**src/rtl/pong_pkg.sv**
```systemverilog
// Shared pong video-path constants, the ball record type and the hit-vector
// helpers used by the multi-ball draw pipeline.
package pong_pkg;
  localparam int H_CNT_WID_DFLT    = 10;
  localparam int V_CNT_WID_DFLT    = 10;
  localparam int BALL_PIXSIZE_DFLT = 8;
  localparam int MAX_BALLS         = 8;
  localparam int MAX_ID_WID        = 3;

  typedef struct packed {
    logic [H_CNT_WID_DFLT-1:0] x;
    logic [V_CNT_WID_DFLT-1:0] y;
    logic                      en;
  } ball_pos_t;

  // Index of the lowest set bit; 0 when nothing is set.
  function automatic logic [MAX_ID_WID-1:0] lowestHit(input logic [MAX_BALLS-1:0] hits);
    logic [MAX_ID_WID-1:0] idx;
    idx = '0;
    for (int i = MAX_BALLS - 1; i >= 0; i--) begin
      if (hits[i]) idx = MAX_ID_WID'(i);
    end
    return idx;
  endfunction

  function automatic logic multiHit(input logic [MAX_BALLS-1:0] hits);
    int cnt;
    cnt = 0;
    for (int i = 0; i < MAX_BALLS; i++) begin
      cnt += int'(hits[i]);
    end
    return cnt >= 2;
  endfunction
endpackage

```
**src/rtl/ball_span_check.sv**
```systemverilog
// Combinational test of pos against the half-open span [lo, lo+SIZE). The end
// of the span is formed one bit wider so a ball near the top edge never wraps.
module ball_span_check
  import pong_pkg::*;
#(
  parameter int WID  = H_CNT_WID_DFLT,
  parameter int SIZE = BALL_PIXSIZE_DFLT
) (
  input  logic [WID-1:0] lo,
  input  logic [WID-1:0] pos,
  output logic           inSpan
);
  localparam logic [WID:0] SIZE_EXT = (WID + 1)'(SIZE);

  logic [WID:0] hiExcl;

  assign hiExcl = {1'b0, lo} + SIZE_EXT;
  assign inSpan = (pos >= lo) && ({1'b0, pos} < hiExcl);
endmodule

```
**src/rtl/ball_draw_pipeline.sv**
```systemverilog
// Multi-ball draw check: frame-latched ball positions, per-line Y test, per-pixel
// X test, then a pixel_en-qualified delay line that matches the colour pipeline.
module ball_draw_pipeline
  import pong_pkg::*;
#(
  parameter int PIPELINE_STAGES = 2,
  parameter int H_CNT_WID       = H_CNT_WID_DFLT,
  parameter int V_CNT_WID       = V_CNT_WID_DFLT,
  parameter int NUM_BALLS       = 2,
  parameter int BALL_PIXSIZE    = BALL_PIXSIZE_DFLT,
  parameter int ID_WID          = (NUM_BALLS > 1) ? $clog2(NUM_BALLS) : 1
) (
  input  logic                           clk,
  input  logic                           rst,
  input  logic                           pixel_en,
  input  logic                           frameStart,
  input  logic                           lineStart,
  input  logic [H_CNT_WID-1:0]           drawX,
  input  logic [V_CNT_WID-1:0]           drawY,
  input  logic [NUM_BALLS*H_CNT_WID-1:0] ballX,
  input  logic [NUM_BALLS*V_CNT_WID-1:0] ballY,
  input  logic [NUM_BALLS-1:0]           ballEn,
  output logic                           isBallPos,
  output logic [ID_WID-1:0]              ballId,
  output logic                           overlap,
  output logic                           collided
);
  logic [NUM_BALLS*H_CNT_WID-1:0] sX;
  logic [NUM_BALLS*V_CNT_WID-1:0] sY;
  logic [NUM_BALLS*V_CNT_WID-1:0] yLo;
  logic [NUM_BALLS-1:0]           sEn, yEn, yValid, xHit, yHit, hit;
  logic [MAX_BALLS-1:0]           hitPad;

  logic              stAny [PIPELINE_STAGES];
  logic [ID_WID-1:0] stId  [PIPELINE_STAGES];
  logic              stOvl [PIPELINE_STAGES];

  // A line test issued on the frameStart edge must see the incoming positions.
  assign yLo = frameStart ? ballY : sY;
  assign yEn = frameStart ? ballEn : sEn;

  for (genvar i = 0; i < NUM_BALLS; i++) begin : gBall
    ball_span_check #(.WID(H_CNT_WID), .SIZE(BALL_PIXSIZE)) uX (
      .lo     (sX[i*H_CNT_WID +: H_CNT_WID]),
      .pos    (drawX),
      .inSpan (xHit[i])
    );
    ball_span_check #(.WID(V_CNT_WID), .SIZE(BALL_PIXSIZE)) uY (
      .lo     (yLo[i*V_CNT_WID +: V_CNT_WID]),
      .pos    (drawY),
      .inSpan (yHit[i])
    );
  end

  assign hit    = xHit & yValid;
  assign hitPad = MAX_BALLS'(hit);

  always_ff @(posedge clk or posedge rst) begin
    if (rst) begin
      sX  <= '0;
      sY  <= '0;
      sEn <= '0;
    end else if (frameStart) begin
      sX  <= ballX;
      sY  <= ballY;
      sEn <= ballEn;
    end
  end

  always_ff @(posedge clk or posedge rst) begin
    if (rst) begin
      yValid <= '0;
    end else if (lineStart) begin
      yValid <= yEn & yHit;
    end
  end

  always_ff @(posedge clk or posedge rst) begin
    if (rst) begin
      for (int s = 0; s < PIPELINE_STAGES; s++) begin
        stAny[s] <= 1'b0;
        stId[s]  <= '0;
        stOvl[s] <= 1'b0;
      end
    end else if (pixel_en) begin
      stAny[0] <= |hit;
      stId[0]  <= ID_WID'(lowestHit(hitPad));
      stOvl[0] <= multiHit(hitPad);
      for (int s = 1; s < PIPELINE_STAGES; s++) begin
        stAny[s] <= stAny[s-1];
        stId[s]  <= stId[s-1];
        stOvl[s] <= stOvl[s-1];
      end
    end
  end

  assign isBallPos = stAny[PIPELINE_STAGES-1];
  assign ballId    = stId[PIPELINE_STAGES-1];
  assign overlap   = stOvl[PIPELINE_STAGES-1];

  // Sticky collision flag; frameStart clear takes priority over a same-cycle overlap.
  always_ff @(posedge clk or posedge rst) begin
    if (rst) begin
      collided <= 1'b0;
    end else if (frameStart) begin
      collided <= 1'b0;
    end else begin
      collided <= collided | overlap;
    end
  end
endmodule

```
**config.mk**
```make
export PLATFORM = sky130hd
export DESIGN_NAME = ball_draw_pipeline
export DESIGN_NICKNAME = d
export VERILOG_FILES = /design/src/rtl/pong_pkg.sv /design/src/rtl/ball_span_check.sv /design/src/rtl/ball_draw_pipeline.sv
export SDC_FILE = /design/constraint.sdc
export NUM_CORES = 1
export LEC_CHECK = 0
export CORE_MARGIN = 4
export CORE_UTILIZATION = 65
export DETAILED_ROUTE_END_ITERATION = 16
export DONT_BUFFER_PORTS = 1
export PLACE_DENSITY = 0.81
export SYNTH_ARGS = -nofsm -noshare
export SYNTH_HDL_FRONTEND = slang
export SYNTH_SLANG_ARGS = --single-unit
```
**constraint.sdc**
```tcl
create_clock -name clk -period 4.7 [get_ports clk]
set_clock_uncertainty 0.15 [all_clocks]
set_input_delay 0.235 -clock clk [delete_from_list [all_inputs] [get_ports clk]]
set_output_delay 0.235 -clock clk [all_outputs]
set_load 0.01 [all_outputs]
```
[After elaboration in Yosys (flattened, before gate mapping)]
Cells that the tools add are included.
Storage, ports and cells
  register bits: 51
  bits of input ports: 67
  output and inout port bits: 4
Operators by class
  add/subtract/negate cells: 5
  order comparisons: 9
  mux-type cells: 5
  bitwise operators: 3
  reductions and logical operators: 5
Operators by type and width (count)
  $add A10 B4 Y11 const B: 4
  $lt A10 B11 Y1: 4
  $ge A10 B10 Y1: 4
  $mux W20: 1
  $and A2 B2 Y2: 2
  $logic_and A1 B1 Y1: 4
  $mux W1: 3
  $add A1 B1 Y2: 1
  $ge A2 B2 Y1 const B: 1
  $mux W2: 1
  $reduce_or A2 Y1: 1
  $or A1 B1 Y1: 1

[Logic depth before layout (Yosys ltp)]
Gate-level depths: netlist of run 1.
  word-level depth: 6
  mapped depth: 15
  depth with buffers taken out: 12

[By module]
A second synthesis of run 1 with hierarchy kept.
Unflattened totals
  cells, all modules: 382
  area total of the unflattened synthesis: 3993.8 sq um
By module, submodules not included
  ball_span_check: instances 4, cells each 66, area each 514.2 sq um, sequential area each 0.0 sq um
  ball_draw_pipeline: instances 1, cells each 118, area each 1936.9 sq um, sequential area each 1276.2 sq um

[Worst setup path before layout of run 1]
OpenSTA, ideal clock, no wires.
  path type: input to register
  from: in frameStart
  to: reg yValid[1]
  setup time: 0.094 ns
  arrival: 2.564 ns
  data required time: 4.456 ns
  path slack: 1.892 ns
  cell stages on the path: 15
  cell sequence: buf_6 buf_8 buf_4 buf_2 mux2i_1 inv_1 ha_1 nand2_1 xnor2_1 ha_1 o21a_1 o21a_1 o22ai_1 a22oi_1 a211oi_1
Between the ends
  cells in the longest elaborated chain, start to end: 5
  elaborated cells on any way between the ends: 7
  those cells by class: add/sub: 1; order compare: 2; mux: 2; bitwise: 1; reduce/logical: 1
RTL lines
  start: declaration: RTL line ball_draw_pipeline.sv:16  | input logic frameStart,
  $mux W20 *
  named net gBall[1].uY.lo[3]: RTL line ball_span_check.sv:9  | input logic [WID-1:0] lo,
  $add A10 B4 Y11: RTL line ball_span_check.sv:17  | assign hiExcl = {1'b0, lo} + SIZE_EXT;
  $lt A10 B11 Y1: RTL line ball_span_check.sv:18  | assign inSpan = (pos >= lo) && ({1'b0, pos} < hiExcl);
  $logic_and A1 B1 Y1 *: RTL line ball_span_check.sv:18
  $and A2 B2 Y2 *: RTL line ball_draw_pipeline.sv:74  | yValid <= yEn & yHit;
  end signal: assignment: RTL line ball_draw_pipeline.sv:74
  end: declaration: RTL line ball_draw_pipeline.sv:31  | logic [NUM_BALLS-1:0] sEn, yEn, yValid, xHit, yHit, hit;
The timed path passes the listed nets; every way through them passes the cells marked *.
A chain may end at the register's enable or synchronous reset.

[Worst setup path after layout of run 1]
  from: in ballY[13]
  to: reg yValid[1]
Between the ends
  cells in the longest elaborated chain, start to end: 5
  elaborated cells on any way between the ends: 6
  those cells by class: add/sub: 1; order compare: 2; mux: 1; bitwise: 1; reduce/logical: 1
RTL lines
  start: declaration: RTL line ball_draw_pipeline.sv:21  | input logic [NUM_BALLS*V_CNT_WID-1:0] ballY,
  $mux W20 *
  named net gBall[1].uY.lo[3]: RTL line ball_span_check.sv:9
  $add A10 B4 Y11: RTL line ball_span_check.sv:17
  $lt A10 B11 Y1: RTL line ball_span_check.sv:18
  $logic_and A1 B1 Y1 *: RTL line ball_span_check.sv:18
  $and A2 B2 Y2 *: RTL line ball_draw_pipeline.sv:74
Marked as above.

==> metrics.yaml, run 1 <==
powerDensity_nw_per_um2: 271
ir_drop_uv: 181
htree_levels: 2
min_path_cells: 2
worstPathArrival_ns: 3.10
clock_latency_ns: 0.32
multi_input_area_um2: 2450
globalRouteOverflowTotal: 0
drv_cap: 0
clock_path_buffers: 2
gp_congestion: 0.913
root_buffer: "clkbuf_8"
coreArea_um2: 5920
final_common_cell: "ha_1"
hold_slack_ns: 0.00691
total_power_mw: 1.23
dr.pass1.iters: 4
syn2layout_area_growth_pct: 14.4
pin_count: 71
r2r_start: "sY[13]"
via_per_inst: 6.03
fin_util_pct: 76.8
seq_area_frac_synth_pct: 32.1
syn-num-nets: 555
drt-total-wl_um: 9350
yosysWarnings: 0
final_cells: 530
cpPeakStageDelay_ns: 0.57
slew_headroom_pct: 54.8
antenna_found_initial: 0
start_util_pct: 67.1
reg2reg_depth: 12
path_class: "primary input to flip-flop"
p_leak_nw: 2.23
row_count: 28
finalSetupTns_ns: 0
drc: 0
reg2reg_slack_ns: 1.76
die_h_um: 86.2
dieArea_um2: 7430
place_hpwl_um: 6770
io_buffers: 0
syn_avg_cell_area_um2: 9.55
ys_types: 52
hold_path_startpoint: "ballY[6]"
critPathTopFamily: "buffers and inverters"
dr_total_vias: 3195
grt_pass1_vias: 3480
fillers: 437
worstSetupEndpointType: "flip-flop"
max_freq_mhz: 331
r2r-end: "yValid[1]"
cts_made_buffers: 5
holdPathEnd: "sY[6]"
cp_cell_sequence: "dlygate4sd3_1 > mux2i_1 > dlygate4sd3_1 > inv_1 > ha_1 > nand2_1 > xnor2_1 > ha_1 > o21a_1 > o21a_1 > o22ai_1 > a22oi_1 > a211oi_1"
critPathSlowestCell: "dlygate4sd3_1"
track_usage_pct: 26.9
ant_nets: 0
setup_viol: 0
layout_common_cells: "ha_1 (72), dfrtp_1 (51), inv_1 (48)"
hold_class: "primary input to flip-flop"
grt_max_degree: 53
post_drt_wl_per_cell_um: 17.6
min_period_over_period_pct: 64.4
dieWidth_um: 86.2
nets: 593
critPathLaunchType: "primary input"
seq_area_um2: 1280
critPathBufInv: 3
clk_pin_slew_ns: 0.09
drtIter0Drc: 149
layout_min_cycle_time_ns: 3.03
rsz0062_at_grt: "false"
clkSinkCount: 51
worstPathMaxFanout: 3
grt_pass1_wl_um: 15800
synth-seq-cells: 51
drive_above_1_share_pct: 5.93
synth_cells: 416
placedCellCount: 483
syn-cell-area_um2: 3970
tightest_slew_ns: 0.677
diodes: 0
cts_tree: "done"
hold_viol: 0
cp.required_ns: 4.77
status: "completed"
finalMaxSlewViolations: 0
[worst register-to-register path: cells and delay by family, from the launching register on]
family          cells  cell delay, ns
xor+xnor            1            0.12
fa+ha+maj           2            0.50
mux                 1            0.16
compound gates      5            0.80
simple gates        1            0.09
buf+inv             2            0.64
flops               1            0.39
[synth_stat cells, drive strengths merged]
master,n,area share (%)
nor2b,7,1.1
nor4b,1,0.22
a32oi,1,0.22
nor4,3,1.2
and3,4,0.76
o21a,3,0.57
xor2,2,0.44
nor2,11,1.0
nor3,4,0.50
mux2i,13,3.3
a21boi,1,0.19
nand3b,2,0.38
o22ai,2,0.47
o211a,2,0.50
nand3,16,2.0
a32o,3,0.76
a22oi,2,0.38
a22o,1,0.22
inv,49,4.6
o32a,2,0.54
a211o,2,0.44
a21oi,26,3.3
dfrtp,51,32
a41oi,1,0.22
a41o,1,0.25
buf,7,1.4
xnor2,17,3.7
o2111ai,2,0.44
o31ai,2,0.38
ha,72,23
and2,1,0.16
nand4,3,0.47
a211oi,6,1.1
nand2,33,3.2
mux2,9,2.6
nand2b,8,1.4
clkbuf,2,0.19
o22a,1,0.22
a21o,10,1.9
o21ai,30,3.8
nand4b,1,0.22
o211ai,2,0.38
[layer usage]
| metal | track usage, % | share of wire, % |
|---|---|---|
| met2 | 52.1 | 54 |
| met1 | 28.8 | 39 |
| met4 | 9.63 | 2.5 |
| met5 | 0 | 0 |
| met3 | 4.94 | 4.8 |
[per-stage QoR]
step	setup WS, ns	cell area, um^2
global route	1.49	4550
floorplan	1.89	3970
detailed placement	2.04	4010
CTS	1.68	4550
finish	1.67	4550
global placement	2.22	4010
[power breakdown]
group	total (mW)	internal (mW)	switching, mW
registers	0.506	0.479	0.0265
logic	0.358	0.171	0.187
clock network	0.367	0.213	0.154
total	1.23	0.864	0.367
[worst max path at each step]
stage                     slack (ns)        end       start  cells after the start
after floorplan                 1.89  yValid[1]  frameStart                     15
after global placement          2.22  yValid[0]       sY[3]                     10
after detailed placement        2.04  yValid[0]       sY[3]                     10
after CTS                       1.68  yValid[1]   ballY[13]                     13
after global routing            1.49  yValid[1]   ballY[13]                     13
final                           1.67  yValid[1]   ballY[13]                     13
[cells by family (layout without fill, tap and decap cells)]
logic type / after synthesis / count (layout) / share of synthesized area, %
DFF: 51 / 51 / 32.1
xor gates and xnor gates: 19 / 19 / 4.19
and+or+nand+nor: 94 / 94 / 12.7
buffers and inverters: 58 / 97 / 6.17
AOI/OAI and AO/OA: 100 / 100 / 16.3
muxes: 22 / 22 / 5.92
adders and majority gates: 72 / 72 / 22.7
[cell type report]
| type | instances | area share (%) |
|---|---|---|
| Clock buffer | 6 | 1.60 |
| Clock inverter | 2 | 1.32 |
| Inverter | 49 | 4.05 |
| Multi-Input combinational cell | 307 | 53.9 |
| Sequential cell | 51 | 28.1 |
| Tap cell | 75 | 2.06 |
| Timing Repair Buffer | 40 | 8.97 |
[timing repair]
item	4_1_cts	5_1_grt
resized for setup	0	0
hold buffers	39	0
buffers inserted	0	0
endpoints found under the hold margin	94	0
[state kept, by name, summed over array words and instances, names as in the netlist]
name,count
stId,1
stOvl,1
sEn,2
overlap,1
collided,1
sY,20
sX,20
yValid,2
ballId,1
isBallPos,1
stAny,1
Note: power is estimated with default switching activity, not from simulation.
==> inputs of run 2 (changes only) <==
ABC_AREA = 1   (was not set)
CORE_UTILIZATION = 59   (was 65)
PLACE_DENSITY = 0.78   (was 0.81)
clock period = 2.7 ns   (was 4.7 ns; I/O delays follow)
==> run 2 against run 1 <==
Effect of this change: sequential power increased by 72%; synthesized cell count increased by 29%; hold slack got worse by 0.0033 ns; largest power group unchanged; via count increased by 9.2%; count of clock-buffer cells in the layout unchanged; sequential share of layout area decreased by 1.8 points; register-to-register slack got worse by 1.4 ns; highest routed layer unchanged; cell area increased by 6.9%; non-clock buffer count increased by 5; combinational power increased by 95%; global-route usage decreased by 3.8 points; first-iteration DRC count decreased by 19%.
==> metrics.yaml, run 2 <==
status: "completed"
slew_headroom_pct: 55.3  # +0.49 points
post_drt_wl_per_cell_um: 13.7  # -22%
synth_most_common_cell: "nand2_1"
yosysWarnings: 0  # unchanged
via_per_inst: 5.15  # -15%
p_leak_nw: 2.61  # +17%
pin_count: 71  # unchanged
async_flop_share_pct: 100  # unchanged
setup_viol: 0  # unchanged
reg2reg_depth: 16  # +4
fin_util_pct: 70.4  # -6.4 points
clock_path_buffers: 2  # unchanged
diodes: 0  # unchanged
root_buffer: "clkbuf_8"
syn-num-nets: 677  # +22%
hold_path_startpoint: "ballY[16]"
fillers: 585  # +34%
synth.top_cells.by_count: "nand2_1 (144), inv_1 (91), ha_1 (72)"
syn_avg_cell_area_um2: 7.91  # -17%
syn2layout_area_growth_pct: 14.2
die_h_um: 92.9  # +7.8%
row_count: 30  # +7.1%
ys_types: 36  # -31%
cts_resized: 0  # unchanged
powerDensity_nw_per_um2: 423  # +56%
grt_pass1_wl_um: 16100  # +1.8%
clock_latency_ns: 0.31  # about the same
reg_top3: "sX: 20 flops, sY: 20 flops"
cp.required_ns: 2.76  # -2.01 ns
r2r-end: "yValid[0]"
drt-total-wl_um: 9280  # -0.78%
seq_area_frac_synth_pct: 30.0  # -2.1 points
nets: 720  # +21%
tightest_slew_ns: 0.670  # -0.00732 ns
drc: 0  # unchanged
grt_pass1_vias: 3615  # +3.9%
postCtsSetupRepairBufs: 0  # unchanged
clk_pin_slew_ns: 0.10  # about the same
gp_congestion: 0.869  # -4.8%
globalRouteOverflowTotal: 0  # unchanged
place_hpwl_um: 6910  # +2.2%
ir_drop_uv: 207  # +14%
cts_made_buffers: 5  # unchanged
holdPathEnd: "sY[16]"
htree_levels: 2  # unchanged
coreArea_um2: 6910  # +17%
drtIter0Drc: 120  # -19%
dieWidth_um: 92.9  # +7.8%
r2r_start: "sY[3]"
track_usage_pct: 23.1  # -3.8 points
synth.top_cells.by_area: "dfrtp_1 (30%), ha_1 (21%), nand2_1 (13%), inv_1 (8.0%), o21ai_0 (3.2%)"
antenna_found_initial: 0  # unchanged
grt_max_degree: 80  # +51%
clkSinkCount: 51  # unchanged
min_period_over_period_pct: 85.4
layout_min_cycle_time_ns: 2.31
hold_class: "primary input to flip-flop"
synth_cells: 538  # +29%
syn-cell-area_um2: 4260  # +7.1%
io_buffers: 0  # unchanged
worstSetupEndpointType: "flip-flop"
drv_cap: 0  # unchanged
worstPathMaxFanout: 4  # +1
finalMaxSlewViolations: 0  # unchanged
dieArea_um2: 8640  # +16%
layout_common_cells: "nand2_1 (144), inv_1 (90), ha_1 (72)"
finalSetupTns_ns: 0  # unchanged
yosys.area.top_type: "dfrtp_1"
synth-seq-cells: 51  # unchanged
final_common_cell: "nand2_1"
worstPathArrival_ns: 2.37  # -0.73 ns
dr_total_vias: 3490  # +9.2%
cts_tree: "done"
ant_nets: 0  # unchanged
synth_edf_count: 0  # unchanged
synth_top_area_share_pct: 30.0  # -2.1 points
path_class: "primary input to flip-flop"
dr.pass1.iters: 4  # unchanged
critPathLaunchType: "primary input"
rsz0062_at_grt: "false"
ys.flop_type: "dfrtp_1"
min_path_cells: 4  # +2
max_freq_mhz: 434
drive_above_1_share_pct: 8.42  # +2.5 points
hold_viol: 0  # unchanged
reg2reg_slack_ns: 0.41  # -1.35 ns
start_util_pct: 61.6  # -5.5 points
-- run 2: cell count changes after synthesis, sizes merged, moves of 12 or more --
| cell | delta |
|---|---|
| xnor2 | -13 |
| xor2 | +12 |
| inv | +47 |
| nor2 | +12 |
| mux2i | -13 |
| nand2 | +115 |
-- run 2: critical path, stage by stage --
cell           delay [ns]
dlygate4sd3_1        0.54
inv_1                0.07
nand2_2              0.05
o21ai_2              0.10
inv_2                0.10
ha_1                 0.25
xnor2_1              0.14
ha_1                 0.29
nand2_1              0.08
nor3_1               0.14
nand2_1              0.07
nand2_1              0.08
nand2_1              0.05
nand2_1              0.05
nand2_1              0.04
nand2_1              0.05
nand2_1              0.05
nand2_1              0.05
nand2_1              0.04
-- run 2: cells by family (layout without fill, tap and decap cells) --
kind of cell	after synthesis	after routing	share of synthesized area, %
AND/OR/NAND/NOR	210	210	22.0
buffers and inverters	105	149	10.3
AO/OA/AOI/OAI	77	77	11.3
adder cells (fa/ha/maj)	72	72	21.2
flip-flops	51	51	30.0
XOR/XNOR	18	18	3.70
multiplexers	5	5	1.41
-- run 2: final cells by class --
class	count	area (um^2)	share of cell area, %
Multi-Input combinational cell	382	2540	52.2
Tap cell	96	120	2.47
Sequential cell	51	1280	26.3
Clock inverter	2	16.3	0.335
Inverter	96	360	7.42
Clock buffer	6	82.6	1.70
Timing Repair Buffer	45	465	9.58
-- run 2: report_power, final --
part / switching [mW] / internal [mW] / total [mW]
logic: 0.397 / 0.301 / 0.697
registers: 0.0383 / 0.829 / 0.868
clock network: 0.283 / 0.210 / 0.493
-- run 2: worst max-delay path by stage --
stage	from	to	slack (ns)	cells past startpoint
after global placement	sY[13]	yValid[1]	0.53	16
after floorplan	frameStart	yValid[0]	0.61	17
after CTS	sX[15]	stId[1]	0.44	12
final	ballY[3]	yValid[0]	0.39	19
after detailed placement	sX[15]	stId[1]	0.46	12
after global routing	ballY[3]	yValid[0]	0.09	19
-- run 2: repair_timing --
action	in CTS	in global routing
hold buffers	44	0
endpoints found under the setup margin	0	0
endpoints found under the hold margin	102	0
-- run 2: through the flow --
stage	std cells	hold slack, ns	area [um^2]	worst slack (ns)	power (mW)
5_1_grt	678	0.0256	4860	0.0937	2.21
4_1_cts	678	0.000578	4860	0.439	2.07
3_3_place_gp	626	0.0674	4300	0.533	1.46
2_1_floorplan	538	0.0946	4260	0.608	1.39
6_report	678	0.00362	4860	0.395	2.06
3_5_place_dp	626	0.0713	4300	0.464	1.50
-- run 2: per-layer routing --
layer,up-vias,track usage (%),share of wire [%]
li1,1803,-,-
met1,1606,28.6,45
met2,67,40.2,49
met3,14,4.55,4.2
met4,0,7.33,1.6
met5,-,0,0
==> inputs of run 3 (changes only) <==
CORE_UTILIZATION = 65   (was 59)
PLACE_DENSITY = 0.81   (was 0.78)
REMOVE_ABC_BUFFERS = 1   (was not set)
clock period = 2.3 ns   (was 2.7 ns; I/O delays follow)
==> run 3 against run 2 <==
Effect of this change: largest cell class unchanged; global-route usage up 2.8 points; routed wire length increased by 19%; die area fell by 8.5%; highest routed layer unchanged; total power up 35%.
==> metrics.yaml, run 3 (synthesis gave the netlist of run 2 again) <==
drtIter0Drc: 150  # +25%
grt_max_degree: 81  # +1.3%
grt_pass1_wl_um: 16000  # -0.68%
p_seq_share_pct: 37.1  # -5.1 points
worstPathArrival_ns: 2.34  # -0.03 ns
grt_use_met1_pct: 26.6  # -2.0 points
slew_headroom_pct: 76.6  # +21 points
syn2layout_area_growth_pct: 24.0
io_buffers: 0  # unchanged
dieArea_um2: 7900  # -8.5%
hold_viol: 0  # unchanged
die_h_um: 88.9  # -4.3%
pin_count: 71  # unchanged
worstPathMaxFanout: 4  # unchanged
switchingPower_mw: 0.931  # +30%
status: "completed"
setup_viol: 0  # unchanged
track_usage_pct: 25.9  # +2.8 points
start_util_pct: 67.0  # +5.4 points
finalMaxSlewViolations: 0  # unchanged
crit_path_start: "sY[13]"
netSwitchingFraction_pct: 33.6  # -1.3 points
dpl-instance-area_um2: 4300  # about the same
rsz0062_at_grt: "true"
ant_nets: 0  # unchanged
diodes: 0  # unchanged
globalRouteOverflowTotal: 0  # unchanged
share_comb_of_total_power_pct: 35.7  # +1.8 points
reg2reg_depth: 16  # unchanged
holdPathEnd: "collided"
clk_pin_slew_ns: 0.10  # about the same
cts_made_buffers: 5  # unchanged
setup_ws_ns: 0.0185  # -0.376 ns
dieWidth_um: 88.9  # -4.3%
drv_cap: 0  # unchanged
hold_class: "primary input to flip-flop"
antenna_found_initial: 0  # unchanged
dr_total_vias: 3812  # +9.2%
path_class: "flip-flop to flip-flop"
fin_util_pct: 83.1  # +13 points
layout_min_cycle_time_ns: 2.28
max_freq_mhz: 438
reg2reg_slack_ns: 0.02  # -0.39 ns
post_drt_wl_per_cell_um: 16.2  # +18%
root_buffer: "clkbuf_8"
power.internal_mw: 1.84  # +37%
use_met3_pct: 5.53  # +0.98 points
drt-total-wl_um: 11000  # +19%
grt_pass1_vias: 3739  # +3.4%
r2r-end: "yValid[1]"
clkSinkCount: 51  # unchanged
gp_congestion: 0.868  # about the same
cts_tree: "done"
cp.required_ns: 2.36  # -0.40 ns
placedCellCount: 610  # -2.6%
tightest_slew_ns: 0.350  # -0.320 ns
hold_slack_ns: 0.0366  # +0.0330 ns
clock_latency_ns: 0.31  # about the same
r2r_start: "sY[13]"
reg_top3: "sX: 20 flops, sY: 20 flops"
via_per_inst: 5.61  # +9.1%
pre_cts_slack_ns: 0.105  # -0.359 ns
p_leak_nw: 2.77  # +6.1%
clock_path_buffers: 2  # unchanged
min_path_cells: 2  # -2
drive_above_1_share_pct: 17.1  # +8.7 points
dr.pass1.iters: 4  # unchanged
ir_drop_uv: 391  # +89%
place_hpwl_um: 7090  # +2.5%
coreArea_um2: 6350  # -8.1%
row_count: 29  # -3.3%
layout_common_cells: "nand2_1 (138), inv_1 (86), ha_1 (66)"
worstSetupEndpointType: "flip-flop"
powerDensity_nw_per_um2: 526  # +24%
hold_path_startpoint: "frameStart"
htree_levels: 2  # unchanged
final_common_cell: "nand2_1"
postLayoutCellArea_um2: 5280  # +8.5%
nets: 740  # +2.8%
drc: 0  # unchanged
use_met2_pct: 49.3  # +9.1 points
critPathLaunchType: "flip-flop"
final_cells: 679  # +0.15%
power.share.clock_pct: 27.2  # +3.2 points
min_period_over_period_pct: 99.2
busiest_layer: "met2"
[run 3: layout make-up]
cell class | instances | area [um^2]
tap | 77 | 96.3
multi-input combinational | 382 | 2770
clock buffer | 5 | 68.8
sequential | 51 | 1280
clock inverter | 3 | 67.6
inverter | 96 | 363
timing repair buffer | 65 | 633
fill | 353 | 1070
[run 3: how the worst max path moves through the flow]
stage | to | slack, ns
floorplan | yValid[0] | 0.25
global placement | yValid[0] | 0.18
detailed placement | stAny[1] | 0.10
CTS | stOvl[1] | 0.008
global route | stAny[1] | -0.14
finish | yValid[1] | 0.02
[run 3: critical path, cell delays in order (launching register included)]
cell and delay [ns]:
dfrtp_1 0.42, o21ai_4 0.19, inv_2 0.09, ha_2 0.21, xnor2_1 0.13, ha_1 0.29
nand2_1 0.09, nor2_1 0.11, nand2_1 0.06, nand2_1 0.08, nand2_1 0.06, nand2_1 0.06
nand2_1 0.04, nand2_1 0.05, nand2_1 0.05, nand2_1 0.07, nand2_1 0.05
[run 3: stage by stage]
step                      setup TNS, ns  power, mW
after global routing             -0.570       2.95
after floorplan                       0       1.60
final                                 0       2.77
after CTS                             0       2.61
after global placement                0       1.71
after detailed placement              0       1.76
[run 3: layer usage]
metal | vias up | routed length [um] | share of wire (%)
li1 | 1847 | - | -
met1 | 1778 | 3880 | 35
met2 | 136 | 6010 | 55
met3 | 51 | 625 | 5.7
met4 | 0 | 476 | 4.3
met5 | - | 0 | 0
[run 3: power by group through the flow]
stage	logic, mW	registers [mW]	clock network (mW)
floorplan	0.579	1.02	0
global placement	0.680	1.03	0
detailed placement	0.724	1.04	0
CTS	0.824	1.02	0.764
global route	1.11	1.04	0.798
finish	0.990	1.03	0.754
[run 3: timing repair]
action / in CTS / in global routing
resized for setup: 0 / 52
endpoints found under the hold margin: 102 / 0
hold buffers: 46 / 0
setup endpoints to repair: 0 / 5
buffers inserted: 0 / 15
